--- src/rtl/tri_assembler_pkg.sv ---
// Shared types and helpers for the triangle assembler: vertex record, FSM states
// and the three-way min/max used by the bounding box.
package tri_pkg;

    localparam int COORD_W = 9;
    localparam int AREA_W  = 21;

    typedef struct packed {
        logic [COORD_W-1:0] x;
        logic [COORD_W-1:0] y;
        logic [COORD_W-1:0] z;
    } vertex_t;

    typedef enum logic [1:0] {
        COLLECT = 2'd0,
        CALC    = 2'd1,
        HOLD    = 2'd2
    } state_t;

    function automatic logic [COORD_W-1:0] min3(input logic [COORD_W-1:0] a,
                                                input logic [COORD_W-1:0] b,
                                                input logic [COORD_W-1:0] c);
        logic [COORD_W-1:0] m;
        m = (a < b) ? a : b;
        return (m < c) ? m : c;
    endfunction

    function automatic logic [COORD_W-1:0] max3(input logic [COORD_W-1:0] a,
                                                input logic [COORD_W-1:0] b,
                                                input logic [COORD_W-1:0] c);
        logic [COORD_W-1:0] m;
        m = (a > b) ? a : b;
        return (m > c) ? m : c;
    endfunction

endpackage

--- src/rtl/tri_assembler_area.sv ---
// Combinational doubled signed area and per-axis bounding box of three vertices.
// Positive area means counter-clockwise (front-facing) in screen space.
module tri_area
    import tri_pkg::*;
(
    input  vertex_t                    v0,
    input  vertex_t                    v1,
    input  vertex_t                    v2,
    output logic signed [AREA_W-1:0]   area,
    output logic [1:0][COORD_W-1:0]    bbox_min,
    output logic [1:0][COORD_W-1:0]    bbox_max
);

    logic signed [COORD_W:0]     dx1_s, dy1_s, dx2_s, dy2_s;
    logic signed [2*COORD_W+1:0] p1_s, p2_s;

    assign dx1_s = $signed({1'b0, v1.x}) - $signed({1'b0, v0.x});
    assign dy1_s = $signed({1'b0, v1.y}) - $signed({1'b0, v0.y});
    assign dx2_s = $signed({1'b0, v2.x}) - $signed({1'b0, v0.x});
    assign dy2_s = $signed({1'b0, v2.y}) - $signed({1'b0, v0.y});

    assign p1_s = dx1_s * dy2_s;
    assign p2_s = dx2_s * dy1_s;

    // Sign-extend both products one bit so the difference can never overflow.
    assign area = $signed({p1_s[2*COORD_W+1], p1_s} - {p2_s[2*COORD_W+1], p2_s});

    assign bbox_min[1] = min3(v0.x, v1.x, v2.x);
    assign bbox_min[0] = min3(v0.y, v1.y, v2.y);
    assign bbox_max[1] = max3(v0.x, v1.x, v2.x);
    assign bbox_max[0] = max3(v0.y, v1.y, v2.y);

endmodule

--- src/rtl/tri_assembler.sv ---
// Groups projected vertices into triangles, culls back-facing/degenerate ones and
// hands survivors to the rasteriser; also forwards end-of-object markers in order.
module tri_assembler
    import tri_pkg::*;
#(
    parameter bit CULL_BACK = 1'b1,
    parameter bit CULL_ZERO = 1'b1
) (
    input  logic                        clk_in,
    input  logic                        rst_in,
    input  logic [2:0][COORD_W-1:0]     coor_in,
    input  logic                        valid_in,
    input  logic                        obj_done_in,
    output logic                        ready_out,
    output logic [2:0][COORD_W-1:0]     tri_x_out,
    output logic [2:0][COORD_W-1:0]     tri_y_out,
    output logic [2:0][COORD_W-1:0]     tri_z_out,
    output logic [1:0][COORD_W-1:0]     bbox_min_out,
    output logic [1:0][COORD_W-1:0]     bbox_max_out,
    output logic signed [AREA_W-1:0]    area_out,
    output logic                        valid_out,
    input  logic                        ready_in,
    output logic                        obj_done_out,
    output logic [15:0]                 cull_cnt_out,
    output logic [7:0]                  drop_cnt_out
);

    state_t                     state_r, next_state_s;
    logic [1:0]                 vcnt_r;
    vertex_t                    v0_r, v1_r, v2_r;
    vertex_t                    in_vert_s;
    logic                       obj_done_d_r, done_pend_r;
    logic                       done_edge_s;
    logic                       accept_s, service_s, cull_s, emit_s, handshake_s;
    logic signed [AREA_W-1:0]   area_s;
    logic [1:0][COORD_W-1:0]    bmin_s, bmax_s;

    assign in_vert_s   = vertex_t'(coor_in);
    assign done_edge_s = obj_done_in & ~obj_done_d_r;

    tri_area u_area (
        .v0       (v0_r),
        .v1       (v1_r),
        .v2       (v2_r),
        .area     (area_s),
        .bbox_min (bmin_s),
        .bbox_max (bmax_s)
    );

    // FSM state register
    always_ff @(posedge clk_in) begin
        if (!rst_in) begin
            state_r <= COLLECT;
        end else begin
            state_r <= next_state_s;
        end
    end

    // Next-state and per-cycle control strobes
    always_comb begin
        next_state_s = state_r;
        accept_s     = 1'b0;
        service_s    = 1'b0;
        cull_s       = 1'b0;
        emit_s       = 1'b0;
        handshake_s  = 1'b0;
        case (state_r)
            COLLECT: begin
                accept_s  = valid_in & ready_out;
                // A pending end-of-object waits for an idle input cycle so it never overtakes a vertex.
                service_s = done_pend_r & ~valid_in;
                if (accept_s && (vcnt_r == 2'd2)) begin
                    next_state_s = CALC;
                end else begin
                    next_state_s = COLLECT;
                end
            end
            CALC: begin
                cull_s = ((CULL_BACK == 1'b1) && (area_s < 21'sd0)) ||
                         ((CULL_ZERO == 1'b1) && (area_s == 21'sd0));
                emit_s = ~cull_s;
                if (cull_s) begin
                    next_state_s = COLLECT;
                end else begin
                    next_state_s = HOLD;
                end
            end
            HOLD: begin
                handshake_s = ready_in;
                if (ready_in) begin
                    next_state_s = COLLECT;
                end else begin
                    next_state_s = HOLD;
                end
            end
            default: begin
                next_state_s = COLLECT;
            end
        endcase
    end

    // Vertex slots, vertex count, done tracking and handshake flags
    always_ff @(posedge clk_in) begin
        if (!rst_in) begin
            v0_r         <= '0;
            v1_r         <= '0;
            v2_r         <= '0;
            vcnt_r       <= 2'd0;
            obj_done_d_r <= 1'b0;
            done_pend_r  <= 1'b0;
            ready_out    <= 1'b0;
            obj_done_out <= 1'b0;
        end else begin
            obj_done_d_r <= obj_done_in;
            done_pend_r  <= (done_pend_r & ~service_s) | done_edge_s;
            ready_out    <= (next_state_s == COLLECT);
            obj_done_out <= service_s;
            if (accept_s) begin
                case (vcnt_r)
                    2'd0:    v0_r <= in_vert_s;
                    2'd1:    v1_r <= in_vert_s;
                    2'd2:    v2_r <= in_vert_s;
                    default: v0_r <= v0_r;
                endcase
                vcnt_r <= vcnt_r + 2'd1;
            end else if (service_s || cull_s || handshake_s) begin
                vcnt_r <= 2'd0;
            end else begin
                vcnt_r <= vcnt_r;
            end
        end
    end

    // Registered triangle outputs and saturating event counters
    always_ff @(posedge clk_in) begin
        if (!rst_in) begin
            tri_x_out    <= '0;
            tri_y_out    <= '0;
            tri_z_out    <= '0;
            bbox_min_out <= '0;
            bbox_max_out <= '0;
            area_out     <= '0;
            valid_out    <= 1'b0;
            cull_cnt_out <= 16'd0;
            drop_cnt_out <= 8'd0;
        end else begin
            if (emit_s) begin
                tri_x_out    <= {v2_r.x, v1_r.x, v0_r.x};
                tri_y_out    <= {v2_r.y, v1_r.y, v0_r.y};
                tri_z_out    <= {v2_r.z, v1_r.z, v0_r.z};
                bbox_min_out <= bmin_s;
                bbox_max_out <= bmax_s;
                area_out     <= area_s;
                valid_out    <= 1'b1;
            end else if (handshake_s) begin
                valid_out    <= 1'b0;
            end else begin
                valid_out    <= valid_out;
            end
            if (cull_s && (cull_cnt_out != 16'hFFFF)) begin
                cull_cnt_out <= cull_cnt_out + 16'd1;
            end else begin
                cull_cnt_out <= cull_cnt_out;
            end
            if (service_s && (vcnt_r != 2'd0) && (drop_cnt_out != 8'hFF)) begin
                drop_cnt_out <= drop_cnt_out + 8'd1;
            end else begin
                drop_cnt_out <= drop_cnt_out;
            end
        end
    end

endmodule

--- config.mk ---
export PLATFORM = sky130hd
export DESIGN_NAME = tri_assembler
export DESIGN_NICKNAME = d
export VERILOG_FILES = /design/src/rtl/tri_assembler_pkg.sv /design/src/rtl/tri_assembler_area.sv /design/src/rtl/tri_assembler.sv
export SDC_FILE = /design/constraint.sdc
export NUM_CORES = 1
export LEC_CHECK = 0
export CAP_MARGIN = 5
export CORE_MARGIN = 2
export CORE_UTILIZATION = 35
export CTS_BUF_LIST = sky130_fd_sc_hd__clkbuf_4 sky130_fd_sc_hd__clkbuf_8
export DETAILED_ROUTE_END_ITERATION = 10
export PLACE_DENSITY = 0.61
export REMOVE_ABC_BUFFERS = 1
export SYNTH_ARGS = -nofsm -noshare
export SYNTH_HDL_FRONTEND = slang
export SYNTH_SLANG_ARGS = --single-unit
export TNS_END_PERCENT = 50
--- constraint.sdc ---
create_clock -name clk_in -period 13.9 [get_ports clk_in]
set_input_delay 4.17 -clock clk_in [delete_from_list [all_inputs] [get_ports clk_in]]
set_output_delay 4.17 -clock clk_in [all_outputs]
set_load 0.03 [all_outputs]
==> summary.md <==
| Metric | Value |
|---|---|
| Ratio of cells with drive above 1 in the final layout | `5.36%` |
| Die W | `246 um` |
| Largest family of logic cells by synthesized area | `adder cells` |
| Critical path launch point type | `flop` |
| Hold-fix buffer count after cts | `0` |
| First-pass GRT wire length | `94,100 um` |
| Largest net degree at the start of global routing | `121` |
| WHS | `0.452 ns` |
| Worst Path Max Fanout | `83` |
| Hold Crit Endpoint | `area_out[9]$_SDFFE_PN0P_` |
| Post-CTS Resized | `0` |
| FP Rows | `88` |
| All-Layer GR Usage | `19.7%` |
| Worst-margin pin slew | `1.22 ns` |
| Crit path top cell by count | `fa_1` |
| Critical Path Max Stage Delay | `0.75 ns` |
| Postcts setup bufs | `0` |
| Worst slack at placement | `2.94 ns` |
| Post-synth EDFFs | `0` |
| Hold_sp | `area_out[9]$_SDFFE_PN0P_` |
| Asr flop ratio synth | `0%` |
| Worst r2r src | `v0_r[19]$_SDFFE_PN0P_` |
| Core Area | `0.0579 mm^2` |
| Yosys reg bits | `252` |
| PortBufs | `196` |
| GRT overflow | `0` |
| Top Ports | `197` |
| HPWL Detailed | `46,300 um` |
| Die area | `0.0608 mm^2` |
| Compound-cell area share of the yosys netlist | `13.1%` |
| Hold Path Cell Cnt | `2` |
| Fmax | `0.0903 GHz` |
| WL per Instance | `18.0 um` |
| Drt via density | `5.11` |
| Placed inst area | `0.0231 mm^2` |
| DIE HEIGHT | `246 um` |
| CP required | `14.43 ns` |
| Worst-path clk slew | `0.06 ns` |
| Max-slew headroom | `18.4%` |
| Clock latency at the later pin of the worst-skew pair | `0.62 ns` |
| Final WL | `60,000 um` |
| Final Setup Violations | `0` |
| Final Cell Area | `0.0240 mm^2` |
| Status | `completed` |
| Clk_skew | `0.0351 ns` |
| Critical Path AT | `11.61 ns` |
| Routed vias | `16,977` |
| Layout Area Growth over Synthesis | `16.8%` |
| Worst Hold Class | `reg2reg` |
| Number of nets still failing antenna checks after routing | `0` |
| CTS Root Cell | `clkbuf_8` |
| Post-synthesis sequential area ratio | `24.5%` |
| Synthesized area | `0.0206 mm^2` |
| RSZ-0062 raised after global routing | `false` |
| Initial Utilization | `35.5%` |
| Final WS setup | `2.82 ns` |
| FF-to-FF End | `tri_x_out[18]$_SDFFE_PN0P_` |
| Slowest CP cell | `a211o_4` |
| Initial DRT Pass Iterations | `7` |
| Crit path kind | `reg2reg` |
| Xor/xnor share of the synthesized area | `2.98%` |
| Final Wtd Congestion | `0.929` |
| CTS H-tree depth | `2` |
| TritonCTS clock tree | `done` |
| Setup_tns | `0 ns` |
| Total Nets Final | `2,948` |
| Adder-Cell Fraction of Synth Area | `32.1%` |
| Antenna violations before repair | `0` |
| Mean post-synth cell area | `8.68 um^2` |
| Reg2Reg Depth | `30` |
| Mux share of post-synthesis cell area | `2.83%` |
| Ys Warns | `0` |
| Final Max Slew Viols | `0` |
| Post-layout min period | `11.08 ns` |
| CTS Buffer Depth | `3` |
| CP endpoint kind | `flop` |
| Total CTS buffers | `43` |
| Vias in the first global route | `17,200` |
| Final period util | `79.7%` |
| FF-to-FF setup slack | `2.82 ns` |
| Residual DRC | `0` |
| Max_cap viols | `0` |
| Final Hold Viols | `0` |
| Synth unique cells | `70` |
| Main synth FF type | `dfxtp_1` |
| Iteration-0 DRC count of the detailed router | `1,199` |
| Clk sinks | `252` |
| Synthesized instance count | `2,371` |
| Simple-gate share of the synthesized area | `16.5%` |
==> synthesized netlist by cell type, types with 10 or more instances <==
library cell	number	area share, %
nand2_1	408	7.4
inv_1	294	5.4
dfxtp_1	252	25
fa_1	233	23
a21oi_1	207	5.0
ha_1	156	9.5
nor2_1	124	2.3
nand3_1	68	1.7
o21ai_0	68	1.7
clkbuf_1	58	1.1
nand2b_1	43	1.3
o31ai_1	40	1.5
xnor2_1	39	1.7
mux2i_1	38	1.8
a22o_1	27	1.1
xor2_1	26	1.1
a21o_1	24	0.88
or3_1	23	0.70
buf_2	18	0.44
mux2_2	18	0.98
nor2b_1	18	0.55
nor3_1	18	0.44
nand4_1	15	0.46
or2_2	15	0.46
buf_6	14	0.77
buf_1	12	0.22
and2_1	11	0.33
a211oi_1	10	0.36
a21boi_0	10	0.36
==> critical path, delay by kind of cell, from the launching register on <==
kind,cells,cell delay (ns)
adder cells (fa/ha/maj),9,4.22
AO/OA/AOI/OAI,12,3.48
AND/OR/NAND/NOR,6,1.97
buffers and inverters,3,0.73
flip-flops,1,0.46
==> final cells by class <==
cell class,count,area [um^2]
flip-flops and latches,252,5040
repair buffers,214,2090
clock inverters,11,100
multi-input cells,1721,13900
fillers,5853,33900
inverters,295,1110
clock buffers,63,786
well taps,765,957
diodes,1,2.50
==> cell usage in the layout, fill, tap and decap left out, types with 50 or more instances in the layout <==
| cell type | n |
|---|---|
| o21ai_0 | 67 |
| nand3_1 | 68 |
| inv_1 | 294 |
| nor2_1 | 124 |
| ha_1 | 156 |
| a21oi_1 | 206 |
| clkdlybuf4s50_1 | 195 |
| fa_1 | 233 |
| clkbuf_8 | 50 |
| dfxtp_1 | 252 |
| nand2_1 | 408 |
==> flip-flops by register name, summed over array words and instances, names as in the netlist <==
signal / flops
tri_y_out: 27
bbox_min_out: 18
tri_x_out: 27
cull_cnt_out: 16
valid_out: 1
area_out: 21
vcnt_r: 2
tri_z_out: 27
obj_done_out: 1
ready_out: 1
obj_done_d_r: 1
v0_r: 27
bbox_max_out: 18
state_r: 2
done_pend_r: 1
drop_cnt_out: 8
v1_r: 27
v2_r: 27
==> how the worst max path moves through the flow <==
| stage | from | endpoint | slack, ns | cells past startpoint |
|---|---|---|---|---|
| 3_3_place_gp | v0_r[19]$_SDFFE_PN0P_ | tri_x_out[18]$_SDFFE_PN0P_ | 3.23 | 30 |
| 2_1_floorplan | v0_r[19]$_SDFFE_PN0P_ | ready_out$_SDFF_PN0_ | -0.33 | 29 |
| 6_report | v0_r[19]$_SDFFE_PN0P_ | tri_x_out[18]$_SDFFE_PN0P_ | 2.82 | 30 |
| 3_5_place_dp | v0_r[19]$_SDFFE_PN0P_ | tri_x_out[0]$_SDFFE_PN0P_ | 2.94 | 30 |
| 4_1_cts | v0_r[19]$_SDFFE_PN0P_ | tri_x_out[7]$_SDFFE_PN0P_ | 2.89 | 30 |
| 5_1_grt | v0_r[19]$_SDFFE_PN0P_ | tri_x_out[0]$_SDFFE_PN0P_ | 2.01 | 32 |
==> routing by layer <==
layer / vias up / global-route usage, % / wire (um)
met5: - / 0 / 0
met4: 0 / 5.12 / 1310
met3: 101 / 4.12 / 4000
met2: 490 / 31.4 / 27700
met1: 8322 / 27.1 / 27000
li1: 8064 / - / -
==> metrics by stage <==
step / utilization, % / cells
after floorplan: - / 2268
after global placement: 40.0 / 3247
after detailed placement: 40.0 / 3247
after CTS: 41.5 / 3321
after global routing: 41.5 / 3321
final: 41.5 / 3322
==> kinds of logic after synthesis <==
family | count (synthesis)
AOI/OAI and AO/OA | 440
xor gates and xnor gates | 67
adders and majority gates | 389
buffers and inverters | 398
DFF | 252
muxes | 56
and+or+nand+nor | 769
Power is not shown: default switching activity piles up to over one toggle a cycle in this logic, so the estimate is an artifact.
